==> config.mk <==
export PLATFORM = sky130hd
export DESIGN_NAME = instruction_fetch_queue
export DESIGN_NICKNAME = d
export VERILOG_FILES = /design/src/rtl/cpu_pkg.sv /design/src/rtl/instruction_fetch_queue_fetch_queue.sv /design/src/rtl/instruction_fetch_queue.sv
export SDC_FILE = /design/constraint.sdc
export NUM_CORES = 1
export LEC_CHECK = 0
export ABC_AREA = 1
export BUFFER_PORTS_ARGS = -buffer_cell sky130_fd_sc_hd__buf_2
export CORE_ASPECT_RATIO = 1.75
export CORE_UTILIZATION = 65
export CTS_BUF_LIST = sky130_fd_sc_hd__clkbuf_4
export DETAILED_ROUTE_END_ITERATION = 7
export GPL_TIMING_DRIVEN = 0
export PLACE_DENSITY = 0.86
export SLEW_MARGIN = 20
export SYNTH_ARGS = -nofsm -noshare
export SYNTH_HDL_FRONTEND = slang
export SYNTH_HIERARCHICAL = 1
export SYNTH_SLANG_ARGS = --single-unit
==> constraint.sdc <==
create_clock -name clock -period 11.3 [get_ports clock]
set_input_delay 1.695 -clock clock [delete_from_list [all_inputs] [get_ports clock]]
set_output_delay 1.695 -clock clock [all_outputs]
set_load 0.05 [all_outputs]
==> src/rtl/cpu_pkg.sv <==
// cpu_pkg: shared RV32 front-end constants and types.
// Imported by fetch and decode stages.
package cpu_pkg;

  localparam int XLEN    = 32;
  localparam int INSTR_W = 32;

  localparam logic [6:0] OPC_LUI    = 7'b0110111;
  localparam logic [6:0] OPC_AUIPC  = 7'b0010111;
  localparam logic [6:0] OPC_JAL    = 7'b1101111;
  localparam logic [6:0] OPC_JALR   = 7'b1100111;
  localparam logic [6:0] OPC_BRANCH = 7'b1100011;
  localparam logic [6:0] OPC_LOAD   = 7'b0000011;
  localparam logic [6:0] OPC_STORE  = 7'b0100011;
  localparam logic [6:0] OPC_OP_IMM = 7'b0010011;
  localparam logic [6:0] OPC_OP     = 7'b0110011;
  localparam logic [6:0] OPC_FENCE  = 7'b0001111;

  typedef enum logic [1:0] {
    FS_FETCH = 2'd0,
    FS_WAIT  = 2'd1,
    FS_DROP  = 2'd2
  } fetch_state_e;

  typedef struct packed {
    logic [INSTR_W-1:0] instr;
    logic [XLEN-1:0]    pc;
  } fetch_entry_t;

  function automatic logic [XLEN-1:0] word_align(
    input logic [XLEN-1:0] a
  );
    return a & ~XLEN'(3);
  endfunction

endpackage

==> src/rtl/instruction_fetch_queue_fetch_queue.sv <==
// fetch_queue: circular FIFO holding fetched instructions.
// Flush wins over push/pop; head reads zero when empty.
module fetch_queue #(
  parameter int DEPTH = 4,
  parameter int PTR_W = 2,
  parameter int W     = 64
) (
  input  logic           clock,
  input  logic           reset,
  input  logic           push,
  input  logic [W-1:0]   wdata,
  input  logic           pop,
  input  logic           flush,
  output logic [W-1:0]   rdata,
  output logic [PTR_W:0] count,
  output logic           full,
  output logic           empty
);

  logic [W-1:0]     mem [DEPTH];
  logic [PTR_W-1:0] head;
  logic [PTR_W-1:0] tail;
  logic             do_push;
  logic             do_pop;

  assign empty   = (count == '0);
  assign full    = (count == (PTR_W+1)'(DEPTH));
  assign do_pop  = pop && !empty && !flush;
  assign do_push = push && (!full || do_pop) && !flush;
  assign rdata   = empty ? '0 : mem[head];

  always_ff @(posedge clock) begin
    if (do_push) mem[tail] <= wdata;
  end

  always_ff @(posedge clock) begin
    if (!reset) begin
      head  <= '0;
      tail  <= '0;
      count <= '0;
    end else if (flush) begin
      head  <= tail;
      count <= '0;
    end else begin
      if (do_push) tail <= tail + PTR_W'(1);
      if (do_pop)  head <= head + PTR_W'(1);
      count <= count
             + (PTR_W+1)'(do_push)
             - (PTR_W+1)'(do_pop);
    end
  end

endmodule

==> src/rtl/instruction_fetch_queue.sv <==
// instruction_fetch_queue: PC, one-outstanding fetch FSM
// and in-order instruction queue feeding decode.
module instruction_fetch_queue
  import cpu_pkg::*;
#(
  parameter logic [XLEN-1:0] RESET_PC    = 32'h0000_0000,
  parameter int              QUEUE_DEPTH = 4,
  parameter int              PTR_W       = 2
) (
  input  logic               clock,
  input  logic               reset,
  output logic               imem_req_valid,
  input  logic               imem_req_ready,
  output logic [XLEN-1:0]    imem_addr,
  input  logic               imem_resp_valid,
  input  logic [INSTR_W-1:0] imem_resp_data,
  output logic [INSTR_W-1:0] instr,
  output logic [XLEN-1:0]    instr_pc,
  output logic               available,
  input  logic               decode_take,
  input  logic               redirect_valid,
  input  logic [XLEN-1:0]    redirect_pc,
  output logic [PTR_W:0]     queue_count
);

  fetch_state_e     state;
  fetch_state_e     state_n;
  logic [XLEN-1:0]  pc;
  logic [XLEN-1:0]  req_pc;
  logic             outstanding;
  logic             armed;
  logic             accept;
  logic             push;
  logic             pop;
  logic             full;
  logic             empty;
  logic [PTR_W+1:0] occ;
  fetch_entry_t     head_q;
  fetch_entry_t     push_q;

  assign occ = {1'b0, queue_count}
             + (PTR_W+2)'(outstanding);

  // armed keeps the request line low for one cycle after reset
  assign imem_req_valid = (state == FS_FETCH)
                        && armed
                        && !redirect_valid
                        && !full
                        && (occ < (PTR_W+2)'(QUEUE_DEPTH));

  assign accept    = imem_req_valid && imem_req_ready;
  assign imem_addr = pc;
  assign pop       = decode_take && !empty;
  assign available = !empty;
  assign instr     = head_q.instr;
  assign instr_pc  = head_q.pc;

  always_comb begin
    push_q       = '0;
    push_q.instr = imem_resp_data;
    push_q.pc    = req_pc;
  end

  always_comb begin
    state_n = state;
    push    = 1'b0;
    unique case (state)
      FS_FETCH: begin
        if (accept) state_n = FS_WAIT;
      end
      FS_WAIT: begin
        if (imem_resp_valid) begin
          push    = 1'b1;
          state_n = FS_FETCH;
        end
      end
      FS_DROP: begin
        if (imem_resp_valid) state_n = FS_FETCH;
      end
      default: state_n = FS_FETCH;
    endcase
    // a response landing with the redirect retires the request
    if (redirect_valid) begin
      if (outstanding && !imem_resp_valid)
        state_n = FS_DROP;
      else
        state_n = FS_FETCH;
    end
  end

  always_ff @(posedge clock) begin
    if (!reset) begin
      state       <= FS_FETCH;
      pc          <= RESET_PC;
      req_pc      <= RESET_PC;
      outstanding <= 1'b0;
      armed       <= 1'b0;
    end else begin
      state       <= state_n;
      armed       <= 1'b1;
      outstanding <= (state_n != FS_FETCH);
      if (accept) req_pc <= pc;
      if (redirect_valid)
        pc <= word_align(redirect_pc);
      else if (accept)
        pc <= pc + XLEN'(4);
    end
  end

  fetch_queue #(
    .DEPTH (QUEUE_DEPTH),
    .PTR_W (PTR_W),
    .W     ($bits(fetch_entry_t))
  ) u_queue (
    .clock (clock),
    .reset (reset),
    .push  (push),
    .wdata (push_q),
    .pop   (pop),
    .flush (redirect_valid),
    .rdata (head_q),
    .count (queue_count),
    .full  (full),
    .empty (empty)
  );

endmodule
* After elaboration in Yosys (flattened, before gate mapping)
Memories as Yosys holds them, arrays and structs flattened. A register that Yosys moved wholly into a read port is not among the register bits.
Cells that the tools add are included.
W data, S select, Z words.
** Operators by class
- Bitwise gates (word level) :: 2
- Reductions and logical operators :: 24
- Mux-type cells :: 17
- Add/subtract/negate cells :: 6
- $lt $le $gt $ge :: 1
- Equality and inequality tests :: 3
** Operator list (number)
- $mux W32 :: 2
- $mux W64 :: 1
- $add A32 B3 Y32 const B :: 1
- $mux W2 :: 8
- $logic_and A1 B1 Y1 :: 11
- $reduce_bool A2 Y1 :: 3
- $mux W1 :: 5
- $add A2 B1 Y2 const B :: 2
- $add A3 B1 Y4 :: 1
- $logic_not A1 Y1 :: 4
- $lt A4 B3 Y1 const B :: 1
- $pmux W2 S2 :: 1
- $reduce_or A2 Y1 :: 2
- $add A3 B1 Y3 :: 1
- $eq A3 B3 Y1 const B :: 1
- $logic_not A3 Y1 :: 1
- $sub A3 B1 Y3 :: 1
- $eq A2 B1 Y1 const B :: 1
- $eq A2 B2 Y1 const B :: 1
- $logic_not A2 Y1 :: 1
- $not A1 Y1 :: 2
- $reduce_and A2 Y1 :: 1
- $logic_or A1 B1 Y1 :: 1
** Word-level totals
- Memories kept :: 1
- Input port bits :: 70
- Bits in registers :: 75
- Output and inout bits :: 101
- Word-level logic and storage cells :: 63
- Bits in writable memories :: 256
** Memories
- u_queue.mem :: depth 4, width 64, read ports 1, clocked after Yosys merged registers in 1, wr ports 1, line instruction_fetch_queue_fetch_queue.sv:20 : logic [W-1:0] mem [DEPTH];

* Longest topological paths before layout
- Word-level depth :: 10
- Mapped depth :: 14

* By module
Netlist, hierarchy kept.
** By module, submodules not included
- fetch_queue :: cells an instance 832, instances 1, area each 10446.3 um^2
- instruction_fetch_queue :: cells an instance 559, instances 1, area each 3479.6 um^2

* Worst setup path before layout
OpenSTA, ideal clock, no wires.
- Path type :: input to register
- From :: input imem_resp_valid
- To :: memory u_queue.mem[0][0], enable pin
- Stages :: 6
- Setup slack :: 5.973 ns
- Required time :: 10.814 ns
- Library setup time :: 0.486 ns
- Data arrival time :: 4.841 ns
- Path through :: nand2_1 -> inv_1 -> inv_1 -> nor2_1 -> nand2_1 -> nor2_1
** Between the ends
- Cells in the longest elaborated chain, start to end :: 6
** RTL lines
- from (decl) :: line instruction_fetch_queue.sv:15 : input logic imem_resp_valid,
- $mux W1 :: line instruction_fetch_queue.sv:72 : if (imem_resp_valid) begin
- $mux W1 :: line instruction_fetch_queue.sv:67 : unique case (state)
- via push :: line instruction_fetch_queue.sv:33 : logic push;
- $logic_and A1 B1 Y1 (2 in a row) :: line instruction_fetch_queue_fetch_queue.sv:29 : assign do_push = push && (!full || do_pop) && !flush;
- $mux W1 :: line instruction_fetch_queue_fetch_queue.sv:33 : if (do_push) mem[tail] <= wdata;
- $mux W1 (not written as such) :: line instruction_fetch_queue_fetch_queue.sv:33
- to (decl) :: line instruction_fetch_queue_fetch_queue.sv:20
The timed path passes the listed nets, and every way through them passes these cells.

==> metrics <==
worst path buffer plus inverter count=4; ratio of cells with drive above 1 in the final layout=20.2%; EDFF count, synth=256; Slew Limit Fails=0; placed cell areas=between 15,000 and 20,000 sq um; Pleak=around 6.4 nW; global route overflow=0; worst path arrival time=between 2000 and 3000 ps; WP data required=approximately 9600 ps; min Tclk post-route=4260 ps; first-pass GRT wire length=54,100 um; Residual DRC=0; vias in the first global route=11,318; top cell type's share of synthesized area=around 55%; Post-CTS Hold Buffers=0; synth cell count leaders=343 x nor2_1, 256 x edfxtp_1, 186 x nand2_1; Fin. Hold Viols=0; Slew headroom=47.9%; vias post-DR=10,954; die width=roughly 110 um; number of synthesized register bits=329; CTS sink cnt=around 330; TritonRoute pass-1 iters=5; Die Area=22,000 sq um; via density per instance=5.63; Core ar.=20,900 sq um; initial antenna violation count=1; Crit Path Category=reg2out; First DRT Iteration DRCs=826; Worst-path clk slew=90 ps; Area growth, synth to finish=16.2%; period utilization=37.7%; worst-margin pin slew=~800 ps; std cell rows=70; Worst R2R Setup Slack=8180 ps; # setup viols final=0; Placer Congestion=0.953; I/O pin cnt=171; NumNets Final=1,727; CTS buffer count=70; Final WS setup=roughly 7000 ps; Top Family by Delay on Critical Path=buffers and inverters; Worst Skew=49.6 ps; Clock Path Buffers=3; largest net degree at the start of global routing=25; outcome=finished, final reports clean; Max stage delay cell, worst path=clkbuf_1; Yosys warnings=6; CTS tree=built; worst hold path type=reg2reg; critical path launch point type=flop; CP cell instances=inv_2 > buf_4 > clkbuf_1 > o21ai_0 > a21oi_1 > buf_2; Setup Buffers After CTS=0; main flop type after synthesis=edfxtp_1; Max-Cap Viols=0; PD cells=146 nW/um^2; count leader, synth=nor2_1; PortBufs=166; unrepaired setup endpoints after global routing=false; initial core utilization=66.5%; register area=9150 sq um; Fmax=235 MHz; GR Util All Layers=between 30% and 40%; Die H=196 um; Hold Path Origin=req_pc[13]; Place WS=7110 ps; Clock Tree Root=clkbuf_4; FF-to-FF Start=u_queue/count[1]; area of the multi-input gates=4090 sq um; WHS=about 500 ps; Crit Path Max Fanout=10; maximum vdd ir drop=0.0742 mV; Syn Area/Cell=10.0 sq um; area leader, netlist=edfxtp_1; Worst Setup End Kind=output port; Fillers=1,398; ANT nets after route=0; Final HPWL DP=23,700 um; synthesized area=around 14,000 sq um; post-cts sizing count=0; Total Wirelength=35,100 um; H-tree level count=3; Setup TNS=0 ps; design area=approximately 16,000 sq um; Clk Latency, worst-skew pair=690 ps; post-synthesis sequential area ratio=65.7%; Worst path max stage delay=430 ps; top post-synthesis cells by area=edfxtp_1 55%, dfxtp_1 10%, nor2_1 9.2%; Post-Synthesis Cells=1,391; Async S/R FF share, synth=0%; Cell variety after synth=29; wire length per cell=18.0 um
-- registers in the layout, indices dropped and copies added, names as in the netlist, named ones only --
name	cells
armed	1
imem_addr	30
outstanding	1
req_pc	30
state	2
u_queue/count	3
u_queue/head	2
u_queue/mem	256
u_queue/tail	2
-- cell usage in the layout (no fill, tap or decap), drive strengths merged, types with 2 or more instances in the layout --
cell / count
buf: 226
inv: 82
nand3: 50
xnor2: 2
conb: 10
clkinv: 25
clkbuf: 113
bufinv: 2
nand2: 189
a22oi: 4
nor2: 350
ha: 10
o21ai: 172
nand3b: 4
edfxtp: 256
a21oi: 116
dfxtp: 73
xor2: 5
-- where the power goes --
group	leakage, nW	switching, mW	total, mW	internal, mW
Clock	0.515	0.438	0.868	0.430
Combinational	2.94	0.109	0.157	0.0475
Sequential	2.95	0.0191	1.33	1.31
-- metrics by stage --
stage               power (mW)  instances  utilization (%)
global route              2.45       1947             77.3
finish                    2.36       1947             77.3
floorplan                 1.46       1400                -
detailed placement        1.51       1826             73.1
global placement          1.51       1818             72.2
CTS                       2.37       1946             77.3
-- worst register-to-register path, stage by stage (launching register included) --
cell and delay [ps]:
dfxtp_1 390, nor2_1 70, nand2_1 80, inv_1 70, clkbuf_1 280, nor2_1 230, inv_1 60, nand2_1 140
nand2_1 270, nor2_4 700, buf_16 270, buf_12 220
-- metal layers --
metal  vias to the layer above  GRT usage (%)  wire, um
met5                         -              0         0
met4                         0           20.7      1600
met3                        87           5.18      2100
met2                       491           60.0     19000
met1                      5144           33.6     12400
li1                       5232              -         -
-- cell type report --
type                       instances  share of cell area [%]
tap                              252                    1.95
multi-input combinational        916                    25.3
clock buffer                      92                    4.27
antenna                            1                  0.0155
buffer                            73                    2.73
timing repair buffer             174                    6.22
clock inverter                    28                    1.07
inverter                          82                    1.90
sequential                       329                    56.6
-- kinds of logic (layout without fill, tap and decap cells) --
logic type	count (synthesis)	in the layout	share of synthesized area, %
fa+ha+maj	11	11	1.04
flops	329	329	65.7
buf+inv	155	449	5.38
xor+xnor	7	7	0.440
compound gates	292	292	10.6
simple gates	596	596	16.8
other cells	1	11	0.0269
-- path summary, 6_finish.rpt --
check | end | cells past startpoint
max | instr_pc[22] | 6
min | u_queue/mem[1][13] | 0
max reg2reg | u_queue/mem[0][35] | 11
min reg2reg | u_queue/mem[1][13] | 0
(Power assumes the default switching activity.)
